### config.mk
export PLATFORM = sky130hd
export DESIGN_NAME = ram_port_arbiter
export DESIGN_NICKNAME = d
export VERILOG_FILES = /design/src/rtl/ram_ctrl_pkg.sv /design/src/rtl/ram_lane_align.sv /design/src/rtl/ram_port_arbiter.sv
export SDC_FILE = /design/constraint.sdc
export NUM_CORES = 1
export LEC_CHECK = 0
export ABC_AREA = 0
export CORE_ASPECT_RATIO = 0.5
export CORE_MARGIN = 4
export CORE_UTILIZATION = 25
export CTS_BUF_LIST = sky130_fd_sc_hd__clkbuf_16
export CTS_CLUSTER_DIAMETER = 50
export CTS_CLUSTER_SIZE = 8
export DETAILED_ROUTE_END_ITERATION = 16
export DONT_BUFFER_PORTS = 1
export GPL_TIMING_DRIVEN = 0
export SLEW_MARGIN = 15
export SYNTH_ARGS = -nofsm -noshare
export SYNTH_HDL_FRONTEND = slang
export SYNTH_HIERARCHICAL = 1
export SYNTH_SLANG_ARGS = --single-unit
### constraint.sdc
create_clock -name clock -period 2.81 [get_ports clock]
set_input_delay 0.562 -clock clock [delete_from_list [all_inputs] [get_ports clock]]
set_output_delay 0.562 -clock clock [all_outputs]
set_load 0.02 [all_outputs]
### src/rtl/ram_ctrl_pkg.sv
// Shared encodings for the byte-lane RAM port controller: access sizes,
// controller states, requester ids and the registered request payload.
package ram_ctrl_pkg;

    localparam int unsigned DATA_W = 32;
    localparam int unsigned LANES  = 4;

    typedef enum logic [1:0] {
        SZ_BYTE = 2'b00,
        SZ_HALF = 2'b01,
        SZ_WORD = 2'b10,
        SZ_BAD  = 2'b11
    } size_e;

    typedef enum logic [1:0] {
        ST_IDLE   = 2'b00,
        ST_ACCESS = 2'b01,
        ST_RESP   = 2'b10,
        ST_ERR    = 2'b11
    } state_e;

    typedef enum logic {
        GNT_IF = 1'b0,
        GNT_D  = 1'b1
    } gnt_e;

    // Granted request as held for the response phase
    typedef struct packed {
        gnt_e       gnt;
        logic       we;
        size_e      size;
        logic [1:0] lane;
        logic       uns;
    } req_t;

endpackage

### src/rtl/ram_lane_align.sv
// Byte-lane helper: lane select and store replication from size/offset,
// plus alignment and sign/zero extension of a raw RAM word.
module ram_lane_align
    import ram_ctrl_pkg::*;
(
    input  size_e             size,
    input  logic [1:0]        a,
    input  logic              uns,
    input  logic [DATA_W-1:0] wdata,
    input  logic [DATA_W-1:0] rdata_raw,
    output logic [LANES-1:0]  bank_sel,
    output logic [DATA_W-1:0] di_repl,
    output logic [DATA_W-1:0] rdata_ext,
    output logic              misaligned
);

    logic [7:0]  byte_v;
    logic [15:0] half_v;

    // Only the lanes that were enabled carry fresh data
    assign byte_v = rdata_raw[{a, 3'b000} +: 8];
    assign half_v = rdata_raw[{a[1], 4'b0000} +: 16];

    always_comb begin
        bank_sel   = '0;
        di_repl    = '0;
        rdata_ext  = '0;
        misaligned = 1'b0;
        case (size)
            SZ_BYTE: begin
                bank_sel  = LANES'(4'b0001 << a);
                di_repl   = {4{wdata[7:0]}};
                rdata_ext = {{24{~uns & byte_v[7]}}, byte_v};
            end
            SZ_HALF: begin
                misaligned = a[0];
                bank_sel   = a[1] ? 4'b1100 : 4'b0011;
                di_repl    = {2{wdata[15:0]}};
                rdata_ext  = {{16{~uns & half_v[15]}}, half_v};
            end
            SZ_WORD: begin
                misaligned = (a != 2'b00);
                bank_sel   = 4'b1111;
                di_repl    = wdata;
                rdata_ext  = rdata_raw;
            end
            default: misaligned = 1'b1;
        endcase
    end

endmodule

### src/rtl/ram_port_arbiter.sv
// Round-robin arbiter between instruction fetch and data load/store ports
// in front of a 4-bank byte-lane RAM with a 1-cycle registered read.
module ram_port_arbiter
    import ram_ctrl_pkg::*;
#(
    parameter int unsigned ADDR_W = 12,
    parameter int unsigned RAM_AW = 10
) (
    input  logic              clock,
    input  logic              reset,
    input  logic              if_req,
    input  logic [ADDR_W-1:0] if_addr,
    output logic              if_ack,
    output logic [DATA_W-1:0] if_rdata,
    output logic              if_err,
    input  logic              d_req,
    input  logic              d_we,
    input  logic [1:0]        d_size,
    input  logic              d_unsigned,
    input  logic [ADDR_W-1:0] d_addr,
    input  logic [DATA_W-1:0] d_wdata,
    output logic              d_ack,
    output logic [DATA_W-1:0] d_rdata,
    output logic              d_err,
    output logic              ram_enable,
    output logic [LANES-1:0]  ram_bank_sel,
    output logic [RAM_AW-1:0] ram_addr,
    output logic [DATA_W-1:0] ram_di,
    output logic              ram_we,
    input  logic [DATA_W-1:0] ram_do
);

    state_e state;
    gnt_e   last_grant;
    req_t   req;

    gnt_e              gnt_c;
    logic              gnt_any_c;
    size_e             sel_size_c;
    logic [1:0]        sel_lane_c;
    logic              sel_uns_c;
    logic              sel_we_c;
    logic [DATA_W-1:0] sel_wdata_c;
    logic [RAM_AW-1:0] sel_waddr_c;

    logic [LANES-1:0]  sel_bank_c;
    logic [DATA_W-1:0] sel_di_c;
    logic              sel_mis_c;
    logic [DATA_W-1:0] sel_rdata_unused;

    logic [DATA_W-1:0] load_rdata_c;
    logic [LANES-1:0]  load_bank_unused;
    logic [DATA_W-1:0] load_di_unused;
    logic              load_mis_unused;

    // Grant: single requester wins outright, a tie goes to whoever lost last time
    always_comb begin
        gnt_any_c = if_req | d_req;
        gnt_c     = GNT_D;
        if (if_req && d_req) begin
            gnt_c = (last_grant == GNT_D) ? GNT_IF : GNT_D;
        end else if (if_req) begin
            gnt_c = GNT_IF;
        end
    end

    always_comb begin
        sel_size_c  = SZ_WORD;
        sel_lane_c  = if_addr[1:0];
        sel_uns_c   = 1'b1;
        sel_we_c    = 1'b0;
        sel_wdata_c = '0;
        sel_waddr_c = RAM_AW'(if_addr[ADDR_W-1:2]);
        if (gnt_c == GNT_D) begin
            sel_size_c  = size_e'(d_size);
            sel_lane_c  = d_addr[1:0];
            sel_uns_c   = d_unsigned;
            sel_we_c    = d_we;
            sel_wdata_c = d_wdata;
            sel_waddr_c = RAM_AW'(d_addr[ADDR_W-1:2]);
        end
    end

    ram_lane_align u_sel_align (
        .size       (sel_size_c),
        .a          (sel_lane_c),
        .uns        (sel_uns_c),
        .wdata      (sel_wdata_c),
        .rdata_raw  ('0),
        .bank_sel   (sel_bank_c),
        .di_repl    (sel_di_c),
        .rdata_ext  (sel_rdata_unused),
        .misaligned (sel_mis_c)
    );

    ram_lane_align u_load_align (
        .size       (req.size),
        .a          (req.lane),
        .uns        (req.uns),
        .wdata      ('0),
        .rdata_raw  (ram_do),
        .bank_sel   (load_bank_unused),
        .di_repl    (load_di_unused),
        .rdata_ext  (load_rdata_c),
        .misaligned (load_mis_unused)
    );

    // ram_do is only valid in RESP, so read data is steered straight through while ack is up
    assign if_rdata = (if_ack && !if_err) ? load_rdata_c : '0;
    assign d_rdata  = (d_ack && !d_err && !req.we) ? load_rdata_c : '0;

    always_ff @(posedge clock or posedge reset) begin
        if (reset) begin
            state        <= ST_IDLE;
            last_grant   <= GNT_D;
            req          <= '0;
            if_ack       <= 1'b0;
            if_err       <= 1'b0;
            d_ack        <= 1'b0;
            d_err        <= 1'b0;
            ram_enable   <= 1'b0;
            ram_we       <= 1'b0;
            ram_bank_sel <= '0;
            ram_addr     <= '0;
            ram_di       <= '0;
        end else begin
            if_ack       <= 1'b0;
            if_err       <= 1'b0;
            d_ack        <= 1'b0;
            d_err        <= 1'b0;
            ram_enable   <= 1'b0;
            ram_we       <= 1'b0;
            ram_bank_sel <= '0;
            ram_addr     <= '0;
            ram_di       <= '0;
            case (state)
                ST_IDLE: begin
                    if (gnt_any_c) begin
                        last_grant <= gnt_c;
                        req        <= '{gnt: gnt_c, we: sel_we_c, size: sel_size_c,
                                        lane: sel_lane_c, uns: sel_uns_c};
                        if (sel_mis_c) begin
                            state <= ST_ERR;
                            if (gnt_c == GNT_IF) begin
                                if_ack <= 1'b1;
                                if_err <= 1'b1;
                            end else begin
                                d_ack <= 1'b1;
                                d_err <= 1'b1;
                            end
                        end else begin
                            state        <= ST_ACCESS;
                            ram_enable   <= 1'b1;
                            ram_we       <= sel_we_c;
                            ram_bank_sel <= sel_bank_c;
                            ram_addr     <= sel_waddr_c;
                            ram_di       <= sel_we_c ? sel_di_c : '0;
                        end
                    end
                end
                ST_ACCESS: begin
                    state <= ST_RESP;
                    if (req.gnt == GNT_IF) begin
                        if_ack <= 1'b1;
                    end else begin
                        d_ack <= 1'b1;
                    end
                end
                ST_RESP: state <= ST_IDLE;
                ST_ERR:  state <= ST_IDLE;
                default: state <= ST_IDLE;
            endcase
        end
    end

endmodule

# Word-level counts from Yosys, hierarchy flattened
# Index checks and enable logic that the tools add are counted.
dict set report op_classes {
  eq_ne 8
  n_reduce_logical 13
  n_mux 47
  shift 3
  bitwise_logic 4
}
# op n
set op_table {}
lappend op_table {{$mux W32} 7}
lappend op_table {{$pmux W32 S3} 2}
lappend op_table {{$mux W10} 4}
lappend op_table {{$shiftx A32 B6 Y16} 1}
lappend op_table {{$shiftx A32 B6 Y8} 1}
lappend op_table {{$mux W1} 21}
lappend op_table {{$mux W4} 4}
lappend op_table {{$pmux W4 S3} 1}
lappend op_table {{$eq A2 B2 Y1 const B} 4}
lappend op_table {{$mux W2} 4}
lappend op_table {{$eq A2 B1 Y1 const B} 3}
lappend op_table {{$logic_not A2 Y1} 3}
lappend op_table {{$pmux W2 S3} 1}
lappend op_table {{$logic_and A1 B1 Y1} 4}
lappend op_table {{$pmux W1 S2} 2}
lappend op_table {{$shl A1 B2 Y4 const A} 1}
lappend op_table {{$logic_not A1 Y1} 3}
lappend op_table {{$pmux W1 S3} 1}
lappend op_table {{$and A1 B1 Y1} 2}
lappend op_table {{$ne A2 B2 Y1 const B} 1}
lappend op_table {{$reduce_and A2 Y1} 1}
lappend op_table {{$reduce_bool A2 Y1} 1}
lappend op_table {{$reduce_or A2 Y1} 1}
lappend op_table {{$not A1 Y1} 1}
lappend op_table {{$or A1 B1 Y1} 1}
dict set report word_totals {
  out_inout_bits 116
  word_cells 91
  in_bits 96
  register_bits 62
}

# Depth between registers and ports, before layout
# Gate-level depths: netlist of run 1.
dict set report depth {
  ltp_word 9
  depth_mapped 13
  mapped_depth_nobuf 9
}

# Cells and area by module
# The synthesis of run 1 kept the hierarchy.
# mod instances cells_each area_each_um2 seq_area_each_um2
set by_module_without_submodules {}
lappend by_module_without_submodules {ram_port_arbiter 1 294 2975.4 1552.7}
lappend by_module_without_submodules {ram_lane_align 2 195 1167.4 0.0}

# Worst setup path before layout of run 1
# OpenSTA, ideal clock, no wires.
dict set report synth_path {
  kind {reg2reg}
  startpoint {register last_grant}
  endpoint {register if_ack}
  setup_ns 0.078
  path_stages_with_launch 13
  synth_period_minus_slack_ns 2.694
  required_ns 2.732
  path_slack_ns 0.116
  t_arrival_ns 2.616
  n_path_buf 4
  cell_sequence {dfstp_2 > nand2b_1 > buf_2 > a21oi_1 > inv_1 > clkbuf_1 > buf_2 > buf_1 > o21ai_0 > a21oi_1 > inv_1 > or4_1 > a21oi_1}
}
dict set report synth_between {
  elab_chain_cells 8
  word_cells_on_any_way 13
  cone_classes {2 x eq/ne; 9 x mux; 2 x reduce/logical}
}
# element line
set synth_lines {}
lappend synth_lines {{from (decl)} ram_port_arbiter.sv:34} ;# gnt_e last_grant;
lappend synth_lines {{from (signal assigned)} ram_port_arbiter.sv:139} ;# last_grant <= gnt_c;
lappend synth_lines {{$mux W1 (*)} ram_port_arbiter.sv:61} ;# gnt_c = (last_grant == GNT_D) ? GNT_IF : GNT_D;
lappend synth_lines {{$mux W1 (*)} ram_port_arbiter.sv:60} ;# if (if_req && d_req) begin
lappend synth_lines {{$mux W2 (*)} ram_port_arbiter.sv:74} ;# if (gnt_c == GNT_D) begin
lappend synth_lines {{named net sel_size_c[1]} ram_port_arbiter.sv:39} ;# size_e sel_size_c;
lappend synth_lines {{$eq A2 B2 Y1 (tied with other cells)} ram_lane_align.sv:29} ;# case (size)
lappend synth_lines {{$pmux W1 S3 (*)} ram_lane_align.sv:29}
lappend synth_lines {{named net sel_mis_c} ram_port_arbiter.sv:48} ;# logic sel_mis_c;
lappend synth_lines {{$mux W1 (*)} ram_port_arbiter.sv:142} ;# if (sel_mis_c) begin
lappend synth_lines {{$mux W1 (*)} ram_port_arbiter.sv:138} ;# if (gnt_any_c) begin
lappend synth_lines {{$pmux W1 S2 (*)} ram_port_arbiter.sv:136} ;# case (state)
lappend synth_lines {{to (signal assigned)} ram_port_arbiter.sv:127} ;# if_ack <= 1'b0;
lappend synth_lines {{to (signal assigned)} ram_port_arbiter.sv:145} ;# if_ack <= 1'b1;
lappend synth_lines {{to (signal assigned)} ram_port_arbiter.sv:164} ;# if_ack <= 1'b1;
lappend synth_lines {{to (decl)} ram_port_arbiter.sv:13} ;# output logic if_ack,
# Mark *: on every way through the listed nets, which the timed path passes. The rest lies on a longest branch.
# A chain may end at the register's enable or synchronous reset.

# Worst setup path after layout of run 1
dict set report layout_path {
  startpoint {register req[1] (netlist name)}
  endpoint {output if_rdata[17]}
}
dict set report layout_between {
  elab_chain_cells 4
}
# element line
set layout_lines {}
lappend layout_lines {{from (decl)} ram_port_arbiter.sv:35} ;# req_t req;
lappend layout_lines {{from (signal assigned)} ram_port_arbiter.sv:140} ;# req <= '{gnt: gnt_c, we: sel_we_c, size: sel_size_c,
lappend layout_lines {{$shiftx A32 B6 Y8} ram_lane_align.sv:21} ;# assign byte_v = rdata_raw[{a, 3'b000} +: 8];
lappend layout_lines {{$and A1 B1 Y1} ram_lane_align.sv:33} ;# rdata_ext = {{24{~uns & byte_v[7]}}, byte_v};
lappend layout_lines {{$pmux W32 S3} ram_lane_align.sv:29}
lappend layout_lines {{named net load_rdata_c[17]} ram_port_arbiter.sv:51} ;# logic [DATA_W-1:0] load_rdata_c;
lappend layout_lines {{$mux W32} ram_port_arbiter.sv:109} ;# assign if_rdata = (if_ack && !if_err) ? load_rdata_c : '0;
lappend layout_lines {{to (decl)} ram_port_arbiter.sv:14} ;# output logic [DATA_W-1:0] if_rdata,
# The timed path passes the listed nets, and every way through them passes these cells.

==> results by group, run 1 <==
Setup path
  • Critical Path End Type: output port
  • Critical Path RT: 2.25 ns
  • CP Launch Type: flip-flop
  • CP Class: reg -> out
  • Worst Path Max Fanout: 10
  • WP data arrival: roughly 2.2 ns

Route
  • Via count: 3766
  • Drt total wl: 14.9 mm
  • Initial DRC Count: about 200
  • DRC: 0
  • First-pass iteration count of the detailed router: 5
  • Routed len/inst: 19.7 µm
  • Antenna Nets Post-Route: 0
  • Via density: 4.97

Global route
  • Via count of the first global-routing pass: about 3.8k
  • Antenna violations before repair: 6
  • Total congestion overflow: 0
  • Total GRT Usage: 15.0%
  • Largest net degree at the start of global routing: 40
  • First-pass GRT wire length: 22.2 mm

Floorplan
  • IO Pins: 212
  • Die height: roughly 100 µm
  • Die W: 192 µm
  • Row count: 33
  • Die area: about 0.019 mm²
  • Core area: 0.0165 mm²
  • Effective utilization at floorplan: 25.7%

Layout
  • Area of the multi-input gates: 0.00243 mm²
  • Post-layout util: roughly 30%
  • P&R area growth vs syn: 16.9%
  • Fin cells: about 760
  • Share of layout cells above drive strength 1: ~18%
  • Sequential standard cell area: 0.00155 mm²
  • Nets: 620
  • Filler instances: 1788

Timing
  • Final setup violation count: 0
  • Slew Viols, Final: 0
  • Setup Total Neg Slack: 0 ns
  • Top achievable clock speed: ~0.36 GHz
  • Unrepaired setup endpoints after global routing: yes
  • Slew HR: a little over three fifths
  • Least-Margin Pin Slew: 0.561 ns
  • Final period utilization: between 90% and 100%
  • Final hold viol count: 0
  • Final setup skew: about 0.008 ns
  • Fin crit period: 2.77 ns
  • Hold WS: about 0.077 ns

Logic synthesis
  • Synth Warn #: 6
  • Cell Area, Synth: 0.00424 mm²
  • Syn_nets: a little over 600
  • Mean Syn Cell Area: 8.30 µm²
  • Cells after Synth: between 500 and 600

Worst hold path
  • Tightest Hold Check Type: in -> async

Power and ir drop
  • Leak: 0.00228 µW
  • Peak supply drop: between 0.2 and 0.3 mV
  • Total Power: 4280 µW
  • Pwr Density: 865 mW/mm²

Clocking
  • Clock Sink Count: between 60 and 70
  • Root Driver: clkbuf_16
  • Bufs on Longest Clock Path: 2
  • Total CTS buffers: 9
  • CTS Hold Bufs: 0
  • CTS tree: yes
  • Clk slew on worst S/H paths: about 0.060 ns
  • H-Tree Depth: 3
  • Clock latency on the worst-skew pair: 0.33 ns

Outcome
  • Status: completed

Job
  • Max-Cap Viols: 0

Placed design
  • Post-detail-place hpwl: 12.0 mm
  • Final GP Congestion: 0.835
  • Placed cell count: 739
  • Port bufs: 0
-- what timing repair did --
item                       in CTS  in global routing
gates resized for setup        19                 45
setup buffers                   0                  4
cloned                          0                  0
pin swaps                       0                  5
setup endpoints to repair      49                 89
-- sequential cells by signal (all words and copies together) (netlist names) --
register      count
if_ack            1
if_err            1
last_grant        1
ram_addr         10
ram_bank_sel      4
ram_di           32
req               7
state             2
ram_enable        1
d_err             1
ram_we            1
d_ack             1
-- report_power, final --
part | switching, µW | leakage (µW) | internal [µW]
clock network | 390 | 0.000129 | 581
logic | 1280 | 0.00132 | 768
registers | 222 | 0.000833 | 1040
-- area by class of cell --
cell class	instances	area share, %
plain buffers	55	5.81
diodes	2	0.101
clock buffers	9	4.55
multi-input cells	372	49.1
inverters	19	1.59
flip-flops and latches	62	31.4
repair buffers	5	1.01
well taps	227	5.73
clock inverters	7	0.707
-- per-layer routing --
metal / share of wire, % / wire [µm] / global-route usage, %
met3: 9.3 / 1400 / 5.77
met2: 50 / 7530 / 26.8
met5: 0.28 / 42 / 0
met4: 1.9 / 280 / 4.00
met1: 38 / 5700 / 16.9
-- worst max-delay path, stage by stage (launching register included) --
cell,delay (ns)
dfrtp_2,0.39
mux4_2,0.51
and3_4,0.20
buf_6,0.13
buf_6,0.13
a211o_1,0.29
and2_1,0.22
-- final timing paths --
check / from / endpoint / slack (ns) / cells past startpoint
hold reg to reg: req[5]$_DFFE_PP0P_ / req[5]$_DFFE_PP0P_ / 0.53 / 1
setup reg to reg: last_grant$_DFFE_PP1P_ / if_ack$_DFF_PP0_ / 0.33 / 11
min in group clock: if_addr[7] / ram_addr[5]$_DFF_PP0_ / 0.39 / 2
hold / removal: reset / ram_di[2]$_DFF_PP0_ / 0.08 / 1
setup / recovery: req[1]$_DFFE_PP0P_ / if_rdata[17] / 0.04 / 6
max in group asynchronous: reset / last_grant$_DFFE_PP1P_ / 2.15 / 2
-- cell usage in the layout, fill, tap and decap left out, types with 11 or more instances in the layout --
| cell | n |
|---|---|
| nand3_1 | 14 |
| dfrtp_1 | 60 |
| nor2b_1 | 13 |
| nor2_1 | 11 |
| a211o_1 | 16 |
| and2_1 | 121 |
| clkbuf_1 | 29 |
| a21oi_1 | 41 |
| buf_2 | 13 |
| and2_4 | 18 |
| o21ai_0 | 32 |
| inv_1 | 17 |
| nand2_1 | 33 |
-- stage by stage --
stage | setup WS, ns | cell area, µm²
finish | 0.0439 | 4950
global route | -0.0390 | 4950
CTS | -0.0904 | 4840
detailed placement | 0.0353 | 4550
global placement | -0.114 | 4520
floorplan | 0.338 | 4240
No activity file was read; power rests on OpenSTA's default activity.
==> inputs of run 2 (changes only) <==
Settings changed: CORE_MARGIN 4 to 1.
==> run 2 against run 1 <==
Global-route usage increased by 1.2 points. Sequential share of layout area barely moved. Non-clock buffer count decreased by 2. Flip-flop and latch count unchanged. Clock skew is 0.0013 ns lower. Total power is 2.3% higher. Worst hold slack got worse by 0.018 ns. Critical path depth is the same. First-iteration DRC count is 2.5% higher. Design area shrank 0.15%. Clock-buffer cell count did not move.
==> results by group, run 2 (synthesized netlist as in run 1, its figures left out) <==
Power and ir drop
  • Leak: 0.00227 µW (-0.57%)
  • Cell Int Power: 2470 µW (+3.5%)
  • Clock power frac: 25.1% (+2.4 points)
  • Pwr Density: 886 mW/mm² (+2.5%)
  • Peak supply drop: 0.280 mV (+8.2%)
  • Logic pwr share: 46.3% (-1.6 points)
  • Switch share: 43.6% (-0.62 points)
  • Register share of total power: 28.6% (-0.9 points)
  • Sw Pwr: 1910 µW (+0.88%)

Floorplan
  • Die area: 0.0175 mm² (-8.9%)
  • Die W: 186 µm (-3.1%)
  • Die height: 94.1 µm (-6.0%)
  • Row count: 33 (unchanged)
  • IO Pins: 212 (unchanged)
  • Core area: 0.0165 mm² (-0.25%)
  • Effective utilization at floorplan: 25.7% (+0.064 points)

Clocking
  • Root Driver: clkbuf_16
  • Clock Sink Count: 62 (unchanged)
  • Total CTS buffers: 9 (unchanged)
  • Clock latency on the worst-skew pair: 0.33 ns (about the same)
  • Clk slew on worst S/H paths: 0.06 ns (about the same)
  • Bufs on Longest Clock Path: 2 (unchanged)
  • CTS tree: yes
  • H-Tree Depth: 3 (unchanged)

Setup path
  • Worst path top cell family by delay: simple AND/OR/NAND/NOR gates
  • CP Launch Type: flip-flop
  • WP depth: 6 (unchanged)
  • CP max stage cell: dfrtp_1
  • CP Class: reg -> out
  • Crit path buffers/inverters: 2 (unchanged)
  • Worst r2r path cells: 9 (-2)
  • Worst Path Max Fanout: 10 (unchanged)
  • Critical Path End Type: output port
  • Crit-path cells: buf_2, mux2i_1, nor4_4, buf_2, a211o_1, and2_1
  • Most frequent CP cell: buf_2
  • CP peak stage delay: 0.39 ns (-0.12 ns)
  • WP data arrival: 2.15 ns (-0.05 ns)
  • Critical Path RT: 2.25 ns (about the same)

Placed design
  • Port bufs: 0 (unchanged)
  • Placed cell count: 739 (unchanged)
  • Final GP Congestion: 0.822 (-1.5%)
  • Pre-CTS setup slack: 0.0512 ns (+0.0159 ns)
  • Post-detail-place hpwl: 11.3 mm (-5.2%)

Job
  • Max-Cap Viols: 0 (unchanged)

Layout
  • Regs by FF count: ram_di (32), ram_addr (10), req (7)
  • Largest register FFs: 32 (unchanged)
  • Fin cells: 754 (-0.53%)
  • Most flops, register: ram_di
  • Share of layout cells above drive strength 1: 16.7% (-1.1 points)
  • P&R area growth vs syn: 16.7%
  • Nets: 618 (-0.32%)
  • Ant diodes: 0 (-2)
  • Commonest non-fill, non-tap cell in the layout: and2_1
  • Most frequent cells in the layout: and2_1, dfrtp_1, a21oi_1, nand2_1, o21ai_0

Timing
  • Final setup skew: 0.00652 ns (-0.00133 ns)
  • Setup ws final: 0.0997 ns (+0.0558 ns)
  • Unrepaired setup endpoints after global routing: no
  • Slew Viols, Final: 0 (unchanged)
  • Final period utilization: 96.5% (-2.0 points)
  • Slew HR: 64.8% (+2.3 points)
  • Hold WS: 0.0596 ns (-0.0176 ns)
  • Top achievable clock speed: 0.369 GHz (+2.1%)
  • Final hold viol count: 0 (unchanged)
  • Final setup violation count: 0 (unchanged)
  • Setup Total Neg Slack: 0 ns (unchanged)
  • Least-Margin Pin Slew: 0.528 ns (-0.0331 ns)
  • Fin crit period: 2.71 ns (-0.0558 ns)

Global route
  • Via count of the first global-routing pass: 3722 (-1.8%)
  • First-pass GRT wire length: 21.1 mm (-4.8%)
  • Antenna violations before repair: 1 (-5)
  • Largest net degree at the start of global routing: 40 (unchanged)
  • Total GRT Usage: 16.3% (+1.2 points)
  • Total congestion overflow: 0 (unchanged)

Route
  • Routed len/inst: 18.9 µm (-4.1%)
  • Drt total wl: 14.3 mm (-4.6%)
  • Via density: 4.96 (-0.16%)
  • Via count: 3740 (-0.69%)
  • Antenna Nets Post-Route: 0 (unchanged)
  • Initial DRC Count: 207 (+2.5%)
  • First-pass iteration count of the detailed router: 5 (unchanged)
  • DRC: 0 (unchanged)

Worst hold path
  • Tightest Hold Check Type: in -> async

Outcome
  • Status: completed
-- run 2: power groups by stage --
stage | combinational [µW] | clock, µW | sequential (µW)
CTS | 1970 | 1120 | 1250
finish | 2030 | 1100 | 1260
detailed placement | 1920 | 0 | 1260
global route | 2250 | 1150 | 1280
global placement | 1890 | 0 | 1260
floorplan | 1530 | 0 | 1220
-- run 2: final timing paths --
path                                           to  slack (ns)              startpoint
max in group asynchronous  last_grant$_DFFE_PP1P_        2.17                   reset
min in group clock          ram_addr[7]$_DFF_PP0_        0.39              if_addr[9]
max reg2reg                   ram_di[8]$_DFF_PP0_        0.31  last_grant$_DFFE_PP1P_
min                           ram_di[2]$_DFF_PP0_        0.06                   reset
max                                  if_rdata[28]         0.1      req[2]$_DFFE_PP0P_
min reg2reg                    req[5]$_DFFE_PP0P_        0.52      req[5]$_DFFE_PP0P_
-- run 2: timing repair --
item / CTS / global route
gates resized for setup: 20 / 30
hold buffers: 0 / 0
buffers inserted: 0 / 2
cloned: 0 / 1
pin swaps: 0 / 5
endpoints found under the setup margin: 39 / 101
-- run 2: layout make-up --
class | instances | area [µm²]
clock inverter | 7 | 65.1
sequential | 62 | 1550
buffer | 54 | 273
clock buffer | 9 | 225
tap | 227 | 284
inverter | 19 | 78.8
multi-input combinational | 372 | 2420
fill | 1765 | 11500
timing repair buffer | 4 | 42.5
-- run 2: layer usage --
layer  track usage, %  part of all wire, %
met1             19.5                   42
met2             27.9                   49
met3             5.00                  7.7
met4             4.85                  1.8
met5                0                0.063
-- run 2: metrics by stage --
step                instance area, µm²  utilization [%]  power [µW]
floorplan                         4240                -        2750
global placement                  4520             27.5        3140
detailed placement                4550             27.6        3180
CTS                               4870             29.5        4340
global route                      4950             30.0        4680
finish                            4950             30.0        4380
==> inputs of run 3 (changes only) <==
Settings changed: ABC_AREA 0 to not set.
==> results of run 3 <==
Final layout, timing and power as in run 2 (identical DEF).
